==> src/rtl/sdram_port_arbiter.sv <==
// sdram_port_arbiter
//   Two-master Avalon-MM arbiter in front of one SDRAM controller slave.
//   The grant is chosen combinationally, so an idle arbiter adds no command
//   latency. Ties between masters go round robin. A command that the slave
//   stalls is locked to its master until the slave accepts it. Up to
//   MAX_PEND reads may be outstanding. A tag FIFO records the master ID of
//   each accepted read, and read data is routed back in slave order with one
//   registered cycle of latency.
//
// Ports
//   clk50m, reset_n           clock; asynchronous active-low reset
//   mN_address/read/write/
//     writedata/byteenable    master N command (N = 0,1)
//   mN_waitrequest            stall to master N
//   mN_readdata/readdatavalid read return to master N
//   s_address/read/write/
//     writedata/byteenable    command to the SDRAM controller
//   s_waitrequest             slave stall
//   s_readdata/readdatavalid  pipelined read return from the slave
//   err                       sticky: read data arrived with no read pending
module sdram_port_arbiter #(
  parameter int ADDR_W   = 22,
  parameter int DATA_W   = 16,
  parameter int MAX_PEND = 4
) (
  input  logic                clk50m,
  input  logic                reset_n,
  // master 0
  input  logic [ADDR_W-1:0]   m0_address,
  input  logic                m0_read,
  input  logic                m0_write,
  input  logic [DATA_W-1:0]   m0_writedata,
  input  logic [DATA_W/8-1:0] m0_byteenable,
  output logic                m0_waitrequest,
  output logic [DATA_W-1:0]   m0_readdata,
  output logic                m0_readdatavalid,
  // master 1
  input  logic [ADDR_W-1:0]   m1_address,
  input  logic                m1_read,
  input  logic                m1_write,
  input  logic [DATA_W-1:0]   m1_writedata,
  input  logic [DATA_W/8-1:0] m1_byteenable,
  output logic                m1_waitrequest,
  output logic [DATA_W-1:0]   m1_readdata,
  output logic                m1_readdatavalid,
  // slave
  output logic [ADDR_W-1:0]   s_address,
  output logic                s_read,
  output logic                s_write,
  output logic [DATA_W-1:0]   s_writedata,
  output logic [DATA_W/8-1:0] s_byteenable,
  input  logic                s_waitrequest,
  input  logic [DATA_W-1:0]   s_readdata,
  input  logic                s_readdatavalid,
  output logic                err
);

  localparam int BE_W  = DATA_W / 8;
  localparam int PTR_W = (MAX_PEND > 1) ? $clog2(MAX_PEND) : 1;
  localparam int CNT_W = $clog2(MAX_PEND) + 1;

  localparam logic ST_IDLE = 1'b0;
  localparam logic ST_HOLD = 1'b1;

  logic              state_q, state_d;
  logic              last_q, last_d;   // master granted by the last accepted command
  logic              hold_q, hold_d;   // master locked while the slave stalls
  logic [CNT_W-1:0]  cnt_q;
  logic [PTR_W-1:0]  wr_ptr_q, rd_ptr_q;
  logic [MAX_PEND-1:0] tag_q;
  logic [ADDR_W-1:0] addr_q;
  logic [DATA_W-1:0] wdata_q;
  logic [BE_W-1:0]   be_q;
  logic              err_q;

  logic              can_rd, elig0, elig1;
  logic              gnt_vld, gnt;
  logic              sel_rd, sel_wr;
  logic [ADDR_W-1:0] sel_addr;
  logic [DATA_W-1:0] sel_wdata;
  logic [BE_W-1:0]   sel_be;
  logic              accept, push, pop, head;

  // Reads are admitted only while a tag slot is free; writes always are.
  assign can_rd = (cnt_q < CNT_W'(MAX_PEND));
  assign elig0  = m0_write | (m0_read & can_rd);
  assign elig1  = m1_write | (m1_read & can_rd);

  // Gated by reset_n so the slave sees no command while reset is held.
  always_comb begin
    gnt_vld = 1'b0;
    gnt     = 1'b0;
    if (!reset_n) begin
      gnt_vld = 1'b0;
    end else if (state_q == ST_HOLD) begin
      gnt_vld = 1'b1;
      gnt     = hold_q;
    end else if (elig0 && elig1) begin
      gnt_vld = 1'b1;
      gnt     = ~last_q;
    end else if (elig0) begin
      gnt_vld = 1'b1;
      gnt     = 1'b0;
    end else if (elig1) begin
      gnt_vld = 1'b1;
      gnt     = 1'b1;
    end
  end

  assign sel_rd    = gnt ? m1_read       : m0_read;
  assign sel_wr    = gnt ? m1_write      : m0_write;
  assign sel_addr  = gnt ? m1_address    : m0_address;
  assign sel_wdata = gnt ? m1_writedata  : m0_writedata;
  assign sel_be    = gnt ? m1_byteenable : m0_byteenable;

  assign s_read       = gnt_vld & sel_rd;
  assign s_write      = gnt_vld & sel_wr;
  // With no grant, the data/address lines keep the last driven command.
  assign s_address    = gnt_vld ? sel_addr  : addr_q;
  assign s_writedata  = gnt_vld ? sel_wdata : wdata_q;
  assign s_byteenable = gnt_vld ? sel_be    : be_q;

  assign accept = (s_read | s_write) & ~s_waitrequest;

  assign m0_waitrequest = ~(accept & ~gnt);
  assign m1_waitrequest = ~(accept &  gnt);

  always_comb begin
    state_d = state_q;
    last_d  = last_q;
    hold_d  = hold_q;
    if (accept) begin
      state_d = ST_IDLE;
      last_d  = gnt;
    end else if (state_q == ST_IDLE && (s_read | s_write)) begin
      state_d = ST_HOLD;
      hold_d  = gnt;
    end
  end

  // An empty FIFO is never popped; such a return only raises err.
  assign push = accept & s_read;
  assign pop  = s_readdatavalid & (cnt_q != '0);
  assign head = tag_q[rd_ptr_q];

  always_ff @(posedge clk50m or negedge reset_n) begin
    if (!reset_n) begin
      state_q  <= ST_IDLE;
      last_q   <= 1'b1;
      hold_q   <= 1'b0;
      addr_q   <= '0;
      wdata_q  <= '0;
      be_q     <= '0;
    end else begin
      state_q <= state_d;
      last_q  <= last_d;
      hold_q  <= hold_d;
      if (gnt_vld) begin
        addr_q  <= sel_addr;
        wdata_q <= sel_wdata;
        be_q    <= sel_be;
      end
    end
  end

  // Tag FIFO; pointers wrap naturally because MAX_PEND is a power of two.
  always_ff @(posedge clk50m or negedge reset_n) begin
    if (!reset_n) begin
      cnt_q    <= '0;
      wr_ptr_q <= '0;
      rd_ptr_q <= '0;
      tag_q    <= '0;
    end else begin
      if (push) begin
        tag_q[wr_ptr_q] <= gnt;
        wr_ptr_q        <= wr_ptr_q + 1'b1;
      end
      if (pop) rd_ptr_q <= rd_ptr_q + 1'b1;
      cnt_q <= cnt_q + CNT_W'(push) - CNT_W'(pop);
    end
  end

  always_ff @(posedge clk50m or negedge reset_n) begin
    if (!reset_n) begin
      m0_readdatavalid <= 1'b0;
      m1_readdatavalid <= 1'b0;
      m0_readdata      <= '0;
      m1_readdata      <= '0;
      err_q            <= 1'b0;
    end else begin
      m0_readdatavalid <= pop & ~head;
      m1_readdatavalid <= pop &  head;
      if (pop & ~head) m0_readdata <= s_readdata;
      if (pop &  head) m1_readdata <= s_readdata;
      if (s_readdatavalid && cnt_q == '0) err_q <= 1'b1;
    end
  end

  assign err = err_q;

endmodule

==> config.mk <==
export PLATFORM = sky130hd
export DESIGN_NAME = sdram_port_arbiter
export DESIGN_NICKNAME = d
export VERILOG_FILES = /design/src/rtl/sdram_port_arbiter.sv
export SDC_FILE = /design/constraint.sdc
export NUM_CORES = 1
export LEC_CHECK = 0
export ABC_AREA = 1
export CAP_MARGIN = 10
export CELL_PAD_IN_SITES_DETAIL_PLACEMENT = 0
export CELL_PAD_IN_SITES_GLOBAL_PLACEMENT = 2
export CORE_ASPECT_RATIO = 2
export CORE_MARGIN = 1.5
export CORE_UTILIZATION = 21
export CTS_BUF_LIST = sky130_fd_sc_hd__clkbuf_16
export DETAILED_ROUTE_END_ITERATION = 8
export PLACE_DENSITY = 0.83
export SLEW_MARGIN = 20
export SYNTH_ARGS = -nofsm -noshare
export SYNTH_HDL_FRONTEND = slang
export SYNTH_SLANG_ARGS = --single-unit
==> constraint.sdc <==
create_clock -name clk50m -period 2.5 [get_ports clk50m]
set_clock_uncertainty 0.05 [all_clocks]
set_input_delay 0.5 -clock clk50m [delete_from_list [all_inputs] [get_ports clk50m]]
set_output_delay 0.5 -clock clk50m [all_outputs]
set_load 0.03 [all_outputs]
==> out/metrics.sh, run 1 <==
DRT.ANTENNA.VIOLATING_NETS=0
YOSYS_WARNINGS=0
CP_DATA_ARRIVAL_TIME_PS=2040
RSZ0062_AT_GRT='yes'
DIE_AR_SQ_MM=0.0198
DETAILEDPLACEMENTHPWL_MICRONS=9790
SYNTHESIS.AREA_SQ_MM=0.00398
FINAL-SETUP-VIOL-COUNT=40
ROUTE.VIAS.TOTAL=4435
POWER.LEAKAGE_nW=3.75
GRT_OVERFLOW_TOTAL=0
SYNTHSIMPLEGATEAREAFRAC=0.192
POSTSYNTHNETCOUNT=566
HOLD_VIOL=0
CORE_REGION_AREA_SQ_MM=0.0187
POST_SYNTH_XOR_XNOR_AREA=0.00660
FIN_CELLS=980
WORST_EP_REQUIRED_TIME_PS=1950
FILLER_CELL_COUNT=1756
CTS.SINKS=89
CRIT_PATH_MAX_FANOUT=8
PLACE_WORST_SETUP_SLACK_PS=-452
CLKTRANSATPATHREGS_PS=60
IO_PINS=183
FINALMAXSLEWVIOLATIONS=0
YOSYS_REGISTER_BITS=89
DRC=0
STATUS='finished with violations'
MOST_USED_CELLS_IN_THE_LAYOUT_EXCLUDING_FILL_AND_TAP_CELLS='sky130_fd_sc_hd__clkdlybuf4s50_1 (133), sky130_fd_sc_hd__buf_4 (109), sky130_fd_sc_hd__dfrtp_1 (88), sky130_fd_sc_hd__nand2_1 (66), sky130_fd_sc_hd__buf_6 (47)'
POST_SYNTH_MUX_AREA_SHARE=0
SETUP.WORST_PATH.END_CLASS='primary output'
MAX_FREQ_GHz=0.386
LAYOUT_MIN_CYCLE_TIME_PS=2590
YS_TYPES=28
VDD.IR_DROP.WORST_mV=0.501
PROPORTION_OF_SYNTHESIZED_CHIP_AREA_IN_SEQUENTIAL_CELLS=0.560
PLACEMENT_ROWS=71
VIA_PER_INST=4.53
CTS_MADE_BUFFERS=9
GRT_PASS1_VIAS=4714
POST-ROUTE-WORST-SETUP-SLACK_PS=-88.6
INSERTEDDIODECOUNT=0
SYNTH_ADDER_AREA_SHARE=0.0239
CAP_VIOLATIONS=0
CLOCK_INSERTION_DELAY_WORST_SKEW_PS=330
CRITPATHKIND='input port to primary output'
PWR_DENS_mW_PER_MM2=1070
FAILED_CHECKS='negative setup slack'
ASYNC_SET_OR_RESET_FLOP_FRACTION_IN_THE_SYNTHESIZED_NETLIST=1.00
DETAIL_ROUTE.WL_PER_CELL_MICRONS=17.2
CP-START-KIND='input port'
POSTSYNTHAREAPERCELL_SQ_UM=8.75
CP-STARTPOINT='m1_write'
REGTOREGSTARTPOINT='state_q$_DFFE_PN0P_'
LAYOUT_WORST_PATH_CYCLE_SHARE=1.04
GRT_FIRST_PASS_WIRELENGTH_MICRONS=24000
PORTBUFFERS=182
FIN_TNS_SETUP_PS=-1230
ANTENNA_FOUND_INITIAL=0
CLK_PATH_BUF_DEPTH=2
SYNTHESIS.INSTANCES=455
CLK_ROOT_BUFFER_CELL='sky130_fd_sc_hd__clkbuf_16'
DIE-HEIGHT_MICRONS=198
DRT-PASS1-ITER-COUNT=4
FLOORPLAN.INITIALDENSITY=0.213
MOST_COMMON_CELL_AFTER_LAYOUT_FILL_AND_TAPS_ASIDE='sky130_fd_sc_hd__clkdlybuf4s50_1'
NETS=867
SYNTH_ENABLE_FLOP_CELLS=0
CTS_TREE='built'
HTREEDEPTH=3
GLOBALROUTETOTALUTIL=0.159
FINAL_WEIGHTED_CONGESTION_OF_ROUTABILITY_DRIVEN_GLOBAL_PLACEMENT=0.791
SLEW_HEADROOM=0.406
YS.FLOP_TYPE='sky130_fd_sc_hd__dfrtp_1'
DOMINANT_COMBINATIONAL_CELL_FAMILY_BY_AREA_AFTER_SYNTHESIS='simple AND/OR/NAND/NOR gates'
GRT_START_MAX_NET_PINS=50
FP.DIEW_MICRONS=100
WORSTMARGINPINSLEW_PS=890
DRT_FIRST_ITER_VIOLATIONS=97
HOLDBUFCOUNTCTS=0
TOTALPOWERFINAL_W=0.00888
FINAL_UTIL=0.445
SYNTH_COMPOUND_AREA_FRAC=0.151
POST-PLACE-CELLS=888
MIN_PATH_TYPE='input port to async pin'
LAYOUT-DRIVE-GT1-SHARE=0.427
ROUTED_WL_MICRONS=16800
AREA_DELTA_SYNTH_FINAL_PCT=108
## repair_timing
item                       CTS  global route
cloned                       6             7
resized for setup          141            83
setup buffers               38            26
setup endpoints to repair   44            45
pin swaps                   36            40
## area by class of cell
class / count / area (sq um) / area share
clock buffer: 9 / 225 / 0.0271
timing repair buffer: 312 / 3180 / 0.383
tap: 219 / 274 / 0.0330
sequential: 89 / 2230 / 0.269
clock inverter: 7 / 28.8 / 0.00347
inverter: 41 / 183 / 0.0220
multi-input combinational: 303 / 2180 / 0.263
## final timing paths
| path | slack, ps | endpoint | cells past startpoint |
|---|---|---|---|
| min in group clk50m | 420 | last_q$_DFFE_PN1P_ | 2 |
| min | 230 | addr_q[18]$_DFF_PN0_ | 2 |
| max | -90 | s_writedata[5] | 10 |
| max reg2reg | -30 | cnt_q[2]$_DFF_PN0_ | 15 |
| max in group asynchronous | 1700 | last_q$_DFFE_PN1P_ | 3 |
| min reg2reg | 420 | last_q$_DFFE_PN1P_ | 2 |
## synth_stat cells, types with 4 or more instances
cell / number / area (sq um)
sky130_fd_sc_hd__buf_2: 9 / 45.0
sky130_fd_sc_hd__o21ai_0: 30 / 150
sky130_fd_sc_hd__a21oi_1: 82 / 410
sky130_fd_sc_hd__nand4_1: 5 / 31.3
sky130_fd_sc_hd__inv_1: 37 / 139
sky130_fd_sc_hd__nand2_1: 101 / 379
sky130_fd_sc_hd__clkbuf_1: 9 / 33.8
sky130_fd_sc_hd__ha_1: 6 / 75.1
sky130_fd_sc_hd__nor2_1: 49 / 184
sky130_fd_sc_hd__nand2_2: 4 / 25.0
sky130_fd_sc_hd__buf_4: 4 / 30.0
sky130_fd_sc_hd__nand3_1: 9 / 45.0
sky130_fd_sc_hd__dfrtp_1: 88 / 2200
## through the flow
| stage | hold WS (ps) | area (sq um) |
|---|---|---|
| finish | 228 | 8300 |
| global route | 274 | 8300 |
| CTS | 242 | 7570 |
| detailed placement | 413 | 6380 |
| global placement | 409 | 6380 |
| floorplan | 154 | 4040 |
## power by group
part	leakage [nW]	switching, W	internal, W	total (W)
combinational	2.57	0.00286	0.00252	0.00538
sequential	1.05	0.000300	0.00201	0.00231
clock	0.130	0.000539	0.000653	0.00119
## state kept, by name, indices dropped and copies added, names as in the netlist, 2 cells and up
signal,count
rd_ptr_q,2
m0_readdata,16
m1_readdata,16
wr_ptr_q,2
addr_q,22
be_q,2
tag_q,4
cnt_q,3
wdata_q,16
## worst max-delay path, cell delays in order
cell and delay (ps):
sky130_fd_sc_hd__dlygate4sd2_1 260, sky130_fd_sc_hd__nor2_2 160, sky130_fd_sc_hd__nand2_4 90, sky130_fd_sc_hd__buf_6 120, sky130_fd_sc_hd__nand3_4 90, sky130_fd_sc_hd__buf_12 180
sky130_fd_sc_hd__buf_6 160, sky130_fd_sc_hd__a21oi_1 100, sky130_fd_sc_hd__a21oi_2 200, sky130_fd_sc_hd__buf_6 160
## cells by family after synthesis
group,Yosys count
buffers and inverters,63
adders and majority gates,7
AOI/OAI and AO/OA,117
xor gates and xnor gates,3
DFF,89
and+or+nand+nor,176
## routing by layer
metal | track usage | vias up | wire (microns)
met5 | 0 | - | 0
met4 | 0.0741 | 0 | 632
met2 | 0.305 | 185 | 9400
met3 | 0.0353 | 33 | 1050
li1 | - | 2067 | -
met1 | 0.158 | 2150 | 5750
Note: power is estimated with default switching activity, not from simulation.
==> run 2, diff against run 1 <==
--- a/config.mk
+++ b/config.mk
@@ -14,7 +14,9 @@
 export CORE_UTILIZATION = 21
 export CTS_BUF_LIST = sky130_fd_sc_hd__clkbuf_16
 export DETAILED_ROUTE_END_ITERATION = 8
+export HOLD_SLACK_MARGIN = 0.06
 export PLACE_DENSITY = 0.83
+export SKIP_CTS_REPAIR_TIMING = 1
 export SLEW_MARGIN = 20
 export SYNTH_ARGS = -nofsm -noshare
 export SYNTH_HDL_FRONTEND = slang
==> run 2 against run 1 <==
The run still ends with negative setup slack left. Wire length up 3.6%. Utilization is 0.82 points lower. Final area is 1.8% lower. Sequential cell count unchanged. Critical path depth unchanged. Power decreased by 1.9%. Worst hold slack got worse by 1.8 ps. Cell count decreased by 2.0%.
==> out/metrics.sh, run 2 (synthesis results as in run 1) <==
DETAILEDPLACEMENTHPWL_MICRONS=9790
FINAL-SETUP-VIOL-COUNT=42
INSERTEDDIODECOUNT=0
GRT_OVERFLOW_TOTAL=0
CLOCK_INSERTION_DELAY_WORST_SKEW_PS=340
FIN_TNS_SETUP_PS=-1450
WORST_EP_REQUIRED_TIME_PS=1950
FINALMAXSLEWVIOLATIONS=0
HOLD_VIOL=0
CPPEAKSTAGEDELAY_PS=450
CP-START-KIND='register'
POST-ROUTE-WORST-SETUP-SLACK_PS=-73.3
RR_ENDPOINT='cnt_q[2]$_DFF_PN0_'
DIE_AR_SQ_MM=0.0198
LARGEST_REG_FLOPS=22
NETS=847
CTS.SINKS=89
CLK_ROOT_BUFFER_CELL='sky130_fd_sc_hd__clkbuf_16'
FAILED_CHECKS='negative setup slack'
SETUP.WORST_PATH.END_CLASS='primary output'
CTS_MADE_BUFFERS=9
BIGGEST_REGISTER='addr_q'
GRT_FIRST_PASS_WIRELENGTH_MICRONS=20400
MOST_COMMON_CELL_AFTER_LAYOUT_FILL_AND_TAPS_ASIDE='sky130_fd_sc_hd__clkdlybuf4s50_1'
HTREEDEPTH=3
CRIT_PATH_MAX_FANOUT=7
RRSETUPSLACK_PS=-40
DRT.ANTENNA.VIOLATING_NETS=0
DRT-PASS1-ITER-COUNT=4
CRITICAL_PATH_CAPTURE_POINT='s_address[18]'
WORSTMARGINPINSLEW_PS=887
CRITPATHKIND='register to primary output'
GRT_PASS1_VIAS=4166
FINAL_WEIGHTED_CONGESTION_OF_ROUTABILITY_DRIVEN_GLOBAL_PLACEMENT=0.791
GRT_START_MAX_NET_PINS=50
CRIT_CHAIN='inv_2 > nor2_2 > nor2_4 > nand3_4 > buf_12 > clkinv_16 > clkbuf_16 > nand2_1 > a21oi_2 > buf_6'
FLOORPLAN.INITIALDENSITY=0.213
REGTOREGSTARTPOINT='state_q$_DFFE_PN0P_'
DRT_FIRST_ITER_VIOLATIONS=65
MAX_FREQ_GHz=0.389
LAYOUT_MIN_CYCLE_TIME_PS=2570
CAP_VIOLATIONS=0
MOST_USED_CELLS_IN_THE_LAYOUT_EXCLUDING_FILL_AND_TAP_CELLS='sky130_fd_sc_hd__clkdlybuf4s50_1 (133), sky130_fd_sc_hd__dfrtp_1 (87), sky130_fd_sc_hd__nand2_1 (85), sky130_fd_sc_hd__buf_4 (85), sky130_fd_sc_hd__a21oi_2 (58)'
CLK_PATH_BUF_DEPTH=2
CP-STARTPOINT='state_q$_DFFE_PN0P_'
AREA_DELTA_SYNTH_FINAL_PCT=105
DIE-HEIGHT_MICRONS=198
LAYOUT_WORST_PATH_CYCLE_SHARE=1.03
SLEW_HEADROOM=0.408
STATUS='finished with violations'
PLACEMENT_ROWS=71
CLKTRANSATPATHREGS_PS=70
PORTBUFFERS=182
DETAIL_ROUTE.WL_PER_CELL_MICRONS=18.2
ROUTE.VIAS.TOTAL=4382
DRC=0
VIA_PER_INST=4.56
PWR_DENS_mW_PER_MM2=1070
LAYOUT-DRIVE-GT1-SHARE=0.433
ANTENNA_FOUND_INITIAL=0
SLOWEST_STAGE='sky130_fd_sc_hd__dfrtp_2'
RSZ0062_AT_GRT='yes'
WORST_R2R_PATH_DEPTH=14
GLOBALROUTETOTALUTIL=0.132
IO_PINS=183
CORE_REGION_AREA_SQ_MM=0.0187
FINAL_UTIL=0.437
MIN_PATH_TYPE='input port to async pin'
ROUTED_WL_MICRONS=17400
FP.DIEW_MICRONS=100
CTS_TREE='built'
VDD.IR_DROP.WORST_mV=0.506
POWER.LEAKAGE_nW=3.62
CP_DATA_ARRIVAL_TIME_PS=2020
-- run 2: cell type report --
| cell class | count | area, sq um |
|---|---|---|
| Tap cell | 219 | 274 |
| Clock buffer | 9 | 225 |
| Inverter | 41 | 180 |
| Sequential cell | 89 | 2230 |
| Fill cell | 1788 | 10500 |
| Timing Repair Buffer | 292 | 3090 |
| Multi-Input combinational cell | 303 | 2120 |
| Clock inverter | 7 | 28.8 |
-- run 2: per-stage QoR --
step                cell area (sq um)  std cells  hold slack (ps)  power, W  setup slack, ps
floorplan                        4040        455              154   0.00444            -4.10
global placement                 6380        888              409   0.00615             -427
detailed placement               6380        888              413   0.00622             -452
CTS                              6640        904              242   0.00747             -405
global route                     8150        960              274   0.00920             -157
finish                           8150        960              226   0.00871            -73.3
-- run 2: power breakdown --
| group | switching [W] | leakage (nW) | internal [W] |
|---|---|---|---|
| Sequential | 0.000331 | 1.05 | 0.00201 |
| Clock | 0.000542 | 0.130 | 0.000653 |
| Combinational | 0.00279 | 2.44 | 0.00238 |
-- run 2: metal layers --
metal	GRT usage	part of all wire
met3	0.0360	0.059
met1	0.134	0.34
met2	0.250	0.55
met5	0	0
met4	0.0537	0.052
-- run 2: worst min path at each step --
stage	startpoint	end	slack, ps	cells past startpoint
global route	reset_n	cnt_q[1]$_DFF_PN0_	270	2
CTS	reset_n	addr_q[8]$_DFF_PN0_	240	2
finish	reset_n	addr_q[18]$_DFF_PN0_	230	2
detailed placement	last_q$_DFFE_PN1P_	last_q$_DFFE_PN1P_	410	2
global placement	hold_q$_DFFE_PN0P_	hold_q$_DFFE_PN0P_	410	2
floorplan	reset_n	addr_q[0]$_DFF_PN0_	150	0
-- run 2: worst max-delay path: cells and delay by family (launching register included) --
kind,cells,cell delay [ps]
AO/OA/AOI/OAI,1,170
buffers and inverters,5,660
AND/OR/NAND/NOR,4,400
flip-flops,1,450
==> run 3, diff against run 2 <==
--- a/config.mk
+++ b/config.mk
@@ -10,7 +10,7 @@
 export CELL_PAD_IN_SITES_DETAIL_PLACEMENT = 0
 export CELL_PAD_IN_SITES_GLOBAL_PLACEMENT = 2
 export CORE_ASPECT_RATIO = 2
-export CORE_MARGIN = 1.5
+export CORE_MARGIN = 2
 export CORE_UTILIZATION = 21
 export CTS_BUF_LIST = sky130_fd_sc_hd__clkbuf_16
 export DETAILED_ROUTE_END_ITERATION = 8
==> run 3 against run 2 <==
The run still ends with negative setup slack left. Utilization is 1.8 points lower. Final area is 4.1% lower. Via count shrank 2.2%. Wire length shrank 7.2%. Non-clock buffer count decreased by 25. Global-route usage is essentially flat. Clock power up 19%.
==> out/metrics.sh, run 3 (synthesis results as in run 1) <==
STATUS='finished with violations'
FAILED_CHECKS='negative setup slack'
INSERTEDDIODECOUNT=0
GRT_START_MAX_NET_PINS=52
MAX_FREQ_GHz=0.382
DRC=0
DIE-HEIGHT_MICRONS=199
FILLER_CELL_COUNT=1807
CRITPATHKIND='register to primary output'
LARGEST_REG_FLOPS=22
CORE_REGION_AREA_SQ_MM=0.0187
FIN_TNS_SETUP_PS=-2410
CLK_ROOT_BUFFER_CELL='sky130_fd_sc_hd__clkbuf_16'
RR_ENDPOINT='cnt_q[2]$_DFF_PN0_'
LAYOUT_MIN_CYCLE_TIME_PS=2620
CLOCK_INSERTION_DELAY_WORST_SKEW_PS=340
GRT_PASS1_VIAS=4132
RRSETUPSLACK_PS=60
WORSTMARGINPINSLEW_PS=676
FINAL_WEIGHTED_CONGESTION_OF_ROUTABILITY_DRIVEN_GLOBAL_PLACEMENT=0.853
VDD.IR_DROP.WORST_mV=0.525
MOST_COMMON_CELL_AFTER_LAYOUT_FILL_AND_TAPS_ASIDE='sky130_fd_sc_hd__clkdlybuf4s50_1'
IO_PINS=183
DIE_AR_SQ_MM=0.0201
AREA_OF_PLACED_INSTANCES_SQ_MM=0.00630
POWER.LEAKAGE_nW=3.44
FLOORPLAN.INITIALDENSITY=0.213
GRT_FIRST_PASS_WIRELENGTH_MICRONS=20700
DETAILEDPLACEMENTHPWL_MICRONS=9850
CRIT_FAMILY='compound AO/OA/AOI/OAI gates'
LAYOUT.CELL_AREA.NON_FILLER_SQ_MM=0.00781
POST-ROUTE-WORST-SETUP-SLACK_PS=-116
PWR_DENS_mW_PER_MM2=1100
DRT_FIRST_ITER_VIOLATIONS=101
MIN_PATH_TYPE='input port to async pin'
CPPEAKSTAGEDELAY_PS=460
WORSTSETUPPATHDEPTH=8
CTS.SINKS=89
DRT.ANTENNA.VIOLATING_NETS=0
PLACEMENT_ROWS=71
DETAIL_ROUTE.WL_PER_CELL_MICRONS=17.3
CRIT_CHAIN='nor2_4 > nand2_4 > o21ai_4 > buf_4 > buf_12 > a21oi_1 > a21oi_2 > buf_6'
NETS=822
LAYOUT_WORST_PATH_CYCLE_SHARE=1.05
CTS_TREE='built'
PLACE_WORST_SETUP_SLACK_PS=-460
BIGGEST_REGISTER='addr_q'
PORTBUFFERS=182
CLKTRANSATPATHREGS_PS=70
VIA_PER_INST=4.59
GLOBALROUTETOTALUTIL=0.132
RSZ0062_AT_GRT='yes'
FINAL-SETUP-VIOL-COUNT=41
HTREEDEPTH=3
ROUTED_WL_MICRONS=16200
CLK_PATH_BUF_DEPTH=2
WORST_EP_REQUIRED_TIME_PS=1950
SLOWEST_STAGE='sky130_fd_sc_hd__dfrtp_2'
CAP_VIOLATIONS=0
CTS_MADE_BUFFERS=9
WORST_R2R_PATH_DEPTH=14
FINAL_UTIL=0.419
MOST_USED_CELLS_IN_THE_LAYOUT_EXCLUDING_FILL_AND_TAP_CELLS='sky130_fd_sc_hd__clkdlybuf4s50_1 (133), sky130_fd_sc_hd__nand2_1 (87), sky130_fd_sc_hd__dfrtp_1 (87), sky130_fd_sc_hd__buf_4 (65), sky130_fd_sc_hd__buf_6 (44)'
LAYOUT-DRIVE-GT1-SHARE=0.367
CP.BUFFERS_INVERTERS=3
ROUTE.VIAS.TOTAL=4287
CP_DATA_ARRIVAL_TIME_PS=2070
TOTALPOWERFINAL_W=0.00856
FP.DIEW_MICRONS=101
REGTOREGSTARTPOINT='cnt_q[2]$_DFF_PN0_'
FINALMAXSLEWVIOLATIONS=0
HOLD_VIOL=0
CP-START-KIND='register'
SETUP.WORST_PATH.END_CLASS='primary output'
ANTENNA_FOUND_INITIAL=0
SLEW_HEADROOM=0.550
AREA_DELTA_SYNTH_FINAL_PCT=96.3
CRIT_PATH_MAX_FANOUT=21
GRT_OVERFLOW_TOTAL=0
DRT-PASS1-ITER-COUNT=4
-- run 3: worst register-to-register path, delay by kind of cell (launching register included) --
family                   cells  cell delay (ps)
adder cells (fa/ha/maj)      3              740
AO/OA/AOI/OAI                1              100
AND/OR/NAND/NOR              4              430
buffers and inverters        4              300
XOR/XNOR                     2              300
flip-flops                   1              390
-- run 3: per-layer routing --
metal  GRT usage  wire length, microns  part of all wire  up-vias
li1            -                     -                 -     1985
met1       0.138                  5830              0.36     2073
met2       0.246                  8680              0.54      181
met3      0.0316                   906             0.056       48
met4      0.0556                   765             0.047        0
met5           0                     0                 0        -
-- run 3: per-stage QoR --
step	hold WS (ps)	std cells
4_1_cts	281	895
5_1_grt	327	935
2_1_floorplan	154	455
6_report	268	935
3_5_place_dp	410	879
3_3_place_gp	410	879
-- run 3: worst max path at each step --
stage / to / slack, ps / from
final: s_address[1] / -120 / state_q$_DFFE_PN0P_
after global routing: s_address[1] / -200 / state_q$_DFFE_PN0P_
after CTS: s_address[12] / -450 / m0_read
after detailed placement: cnt_q[2]$_DFF_PN0_ / -460 / m0_read
after global placement: cnt_q[2]$_DFF_PN0_ / -420 / m0_read
after floorplan: cnt_q[2]$_DFF_PN0_ / -4 / cnt_q[2]$_DFF_PN0_
-- run 3: cell type report --
type,instances,area [sq um],area share
clock inverters,7,85.1,0.0109
repair buffers,267,2830,0.362
multi-input cells,303,1990,0.255
flip-flops and latches,89,2230,0.285
inverters,41,174,0.0223
clock buffers,9,225,0.0288
well taps,219,274,0.0351
-- run 3: where the power goes --
part	switching (W)	leakage [nW]	internal, W
clock network	0.000564	0.150	0.000866
registers	0.000354	1.05	0.00201
logic	0.00263	2.24	0.00214
total	0.00354	3.44	0.00501
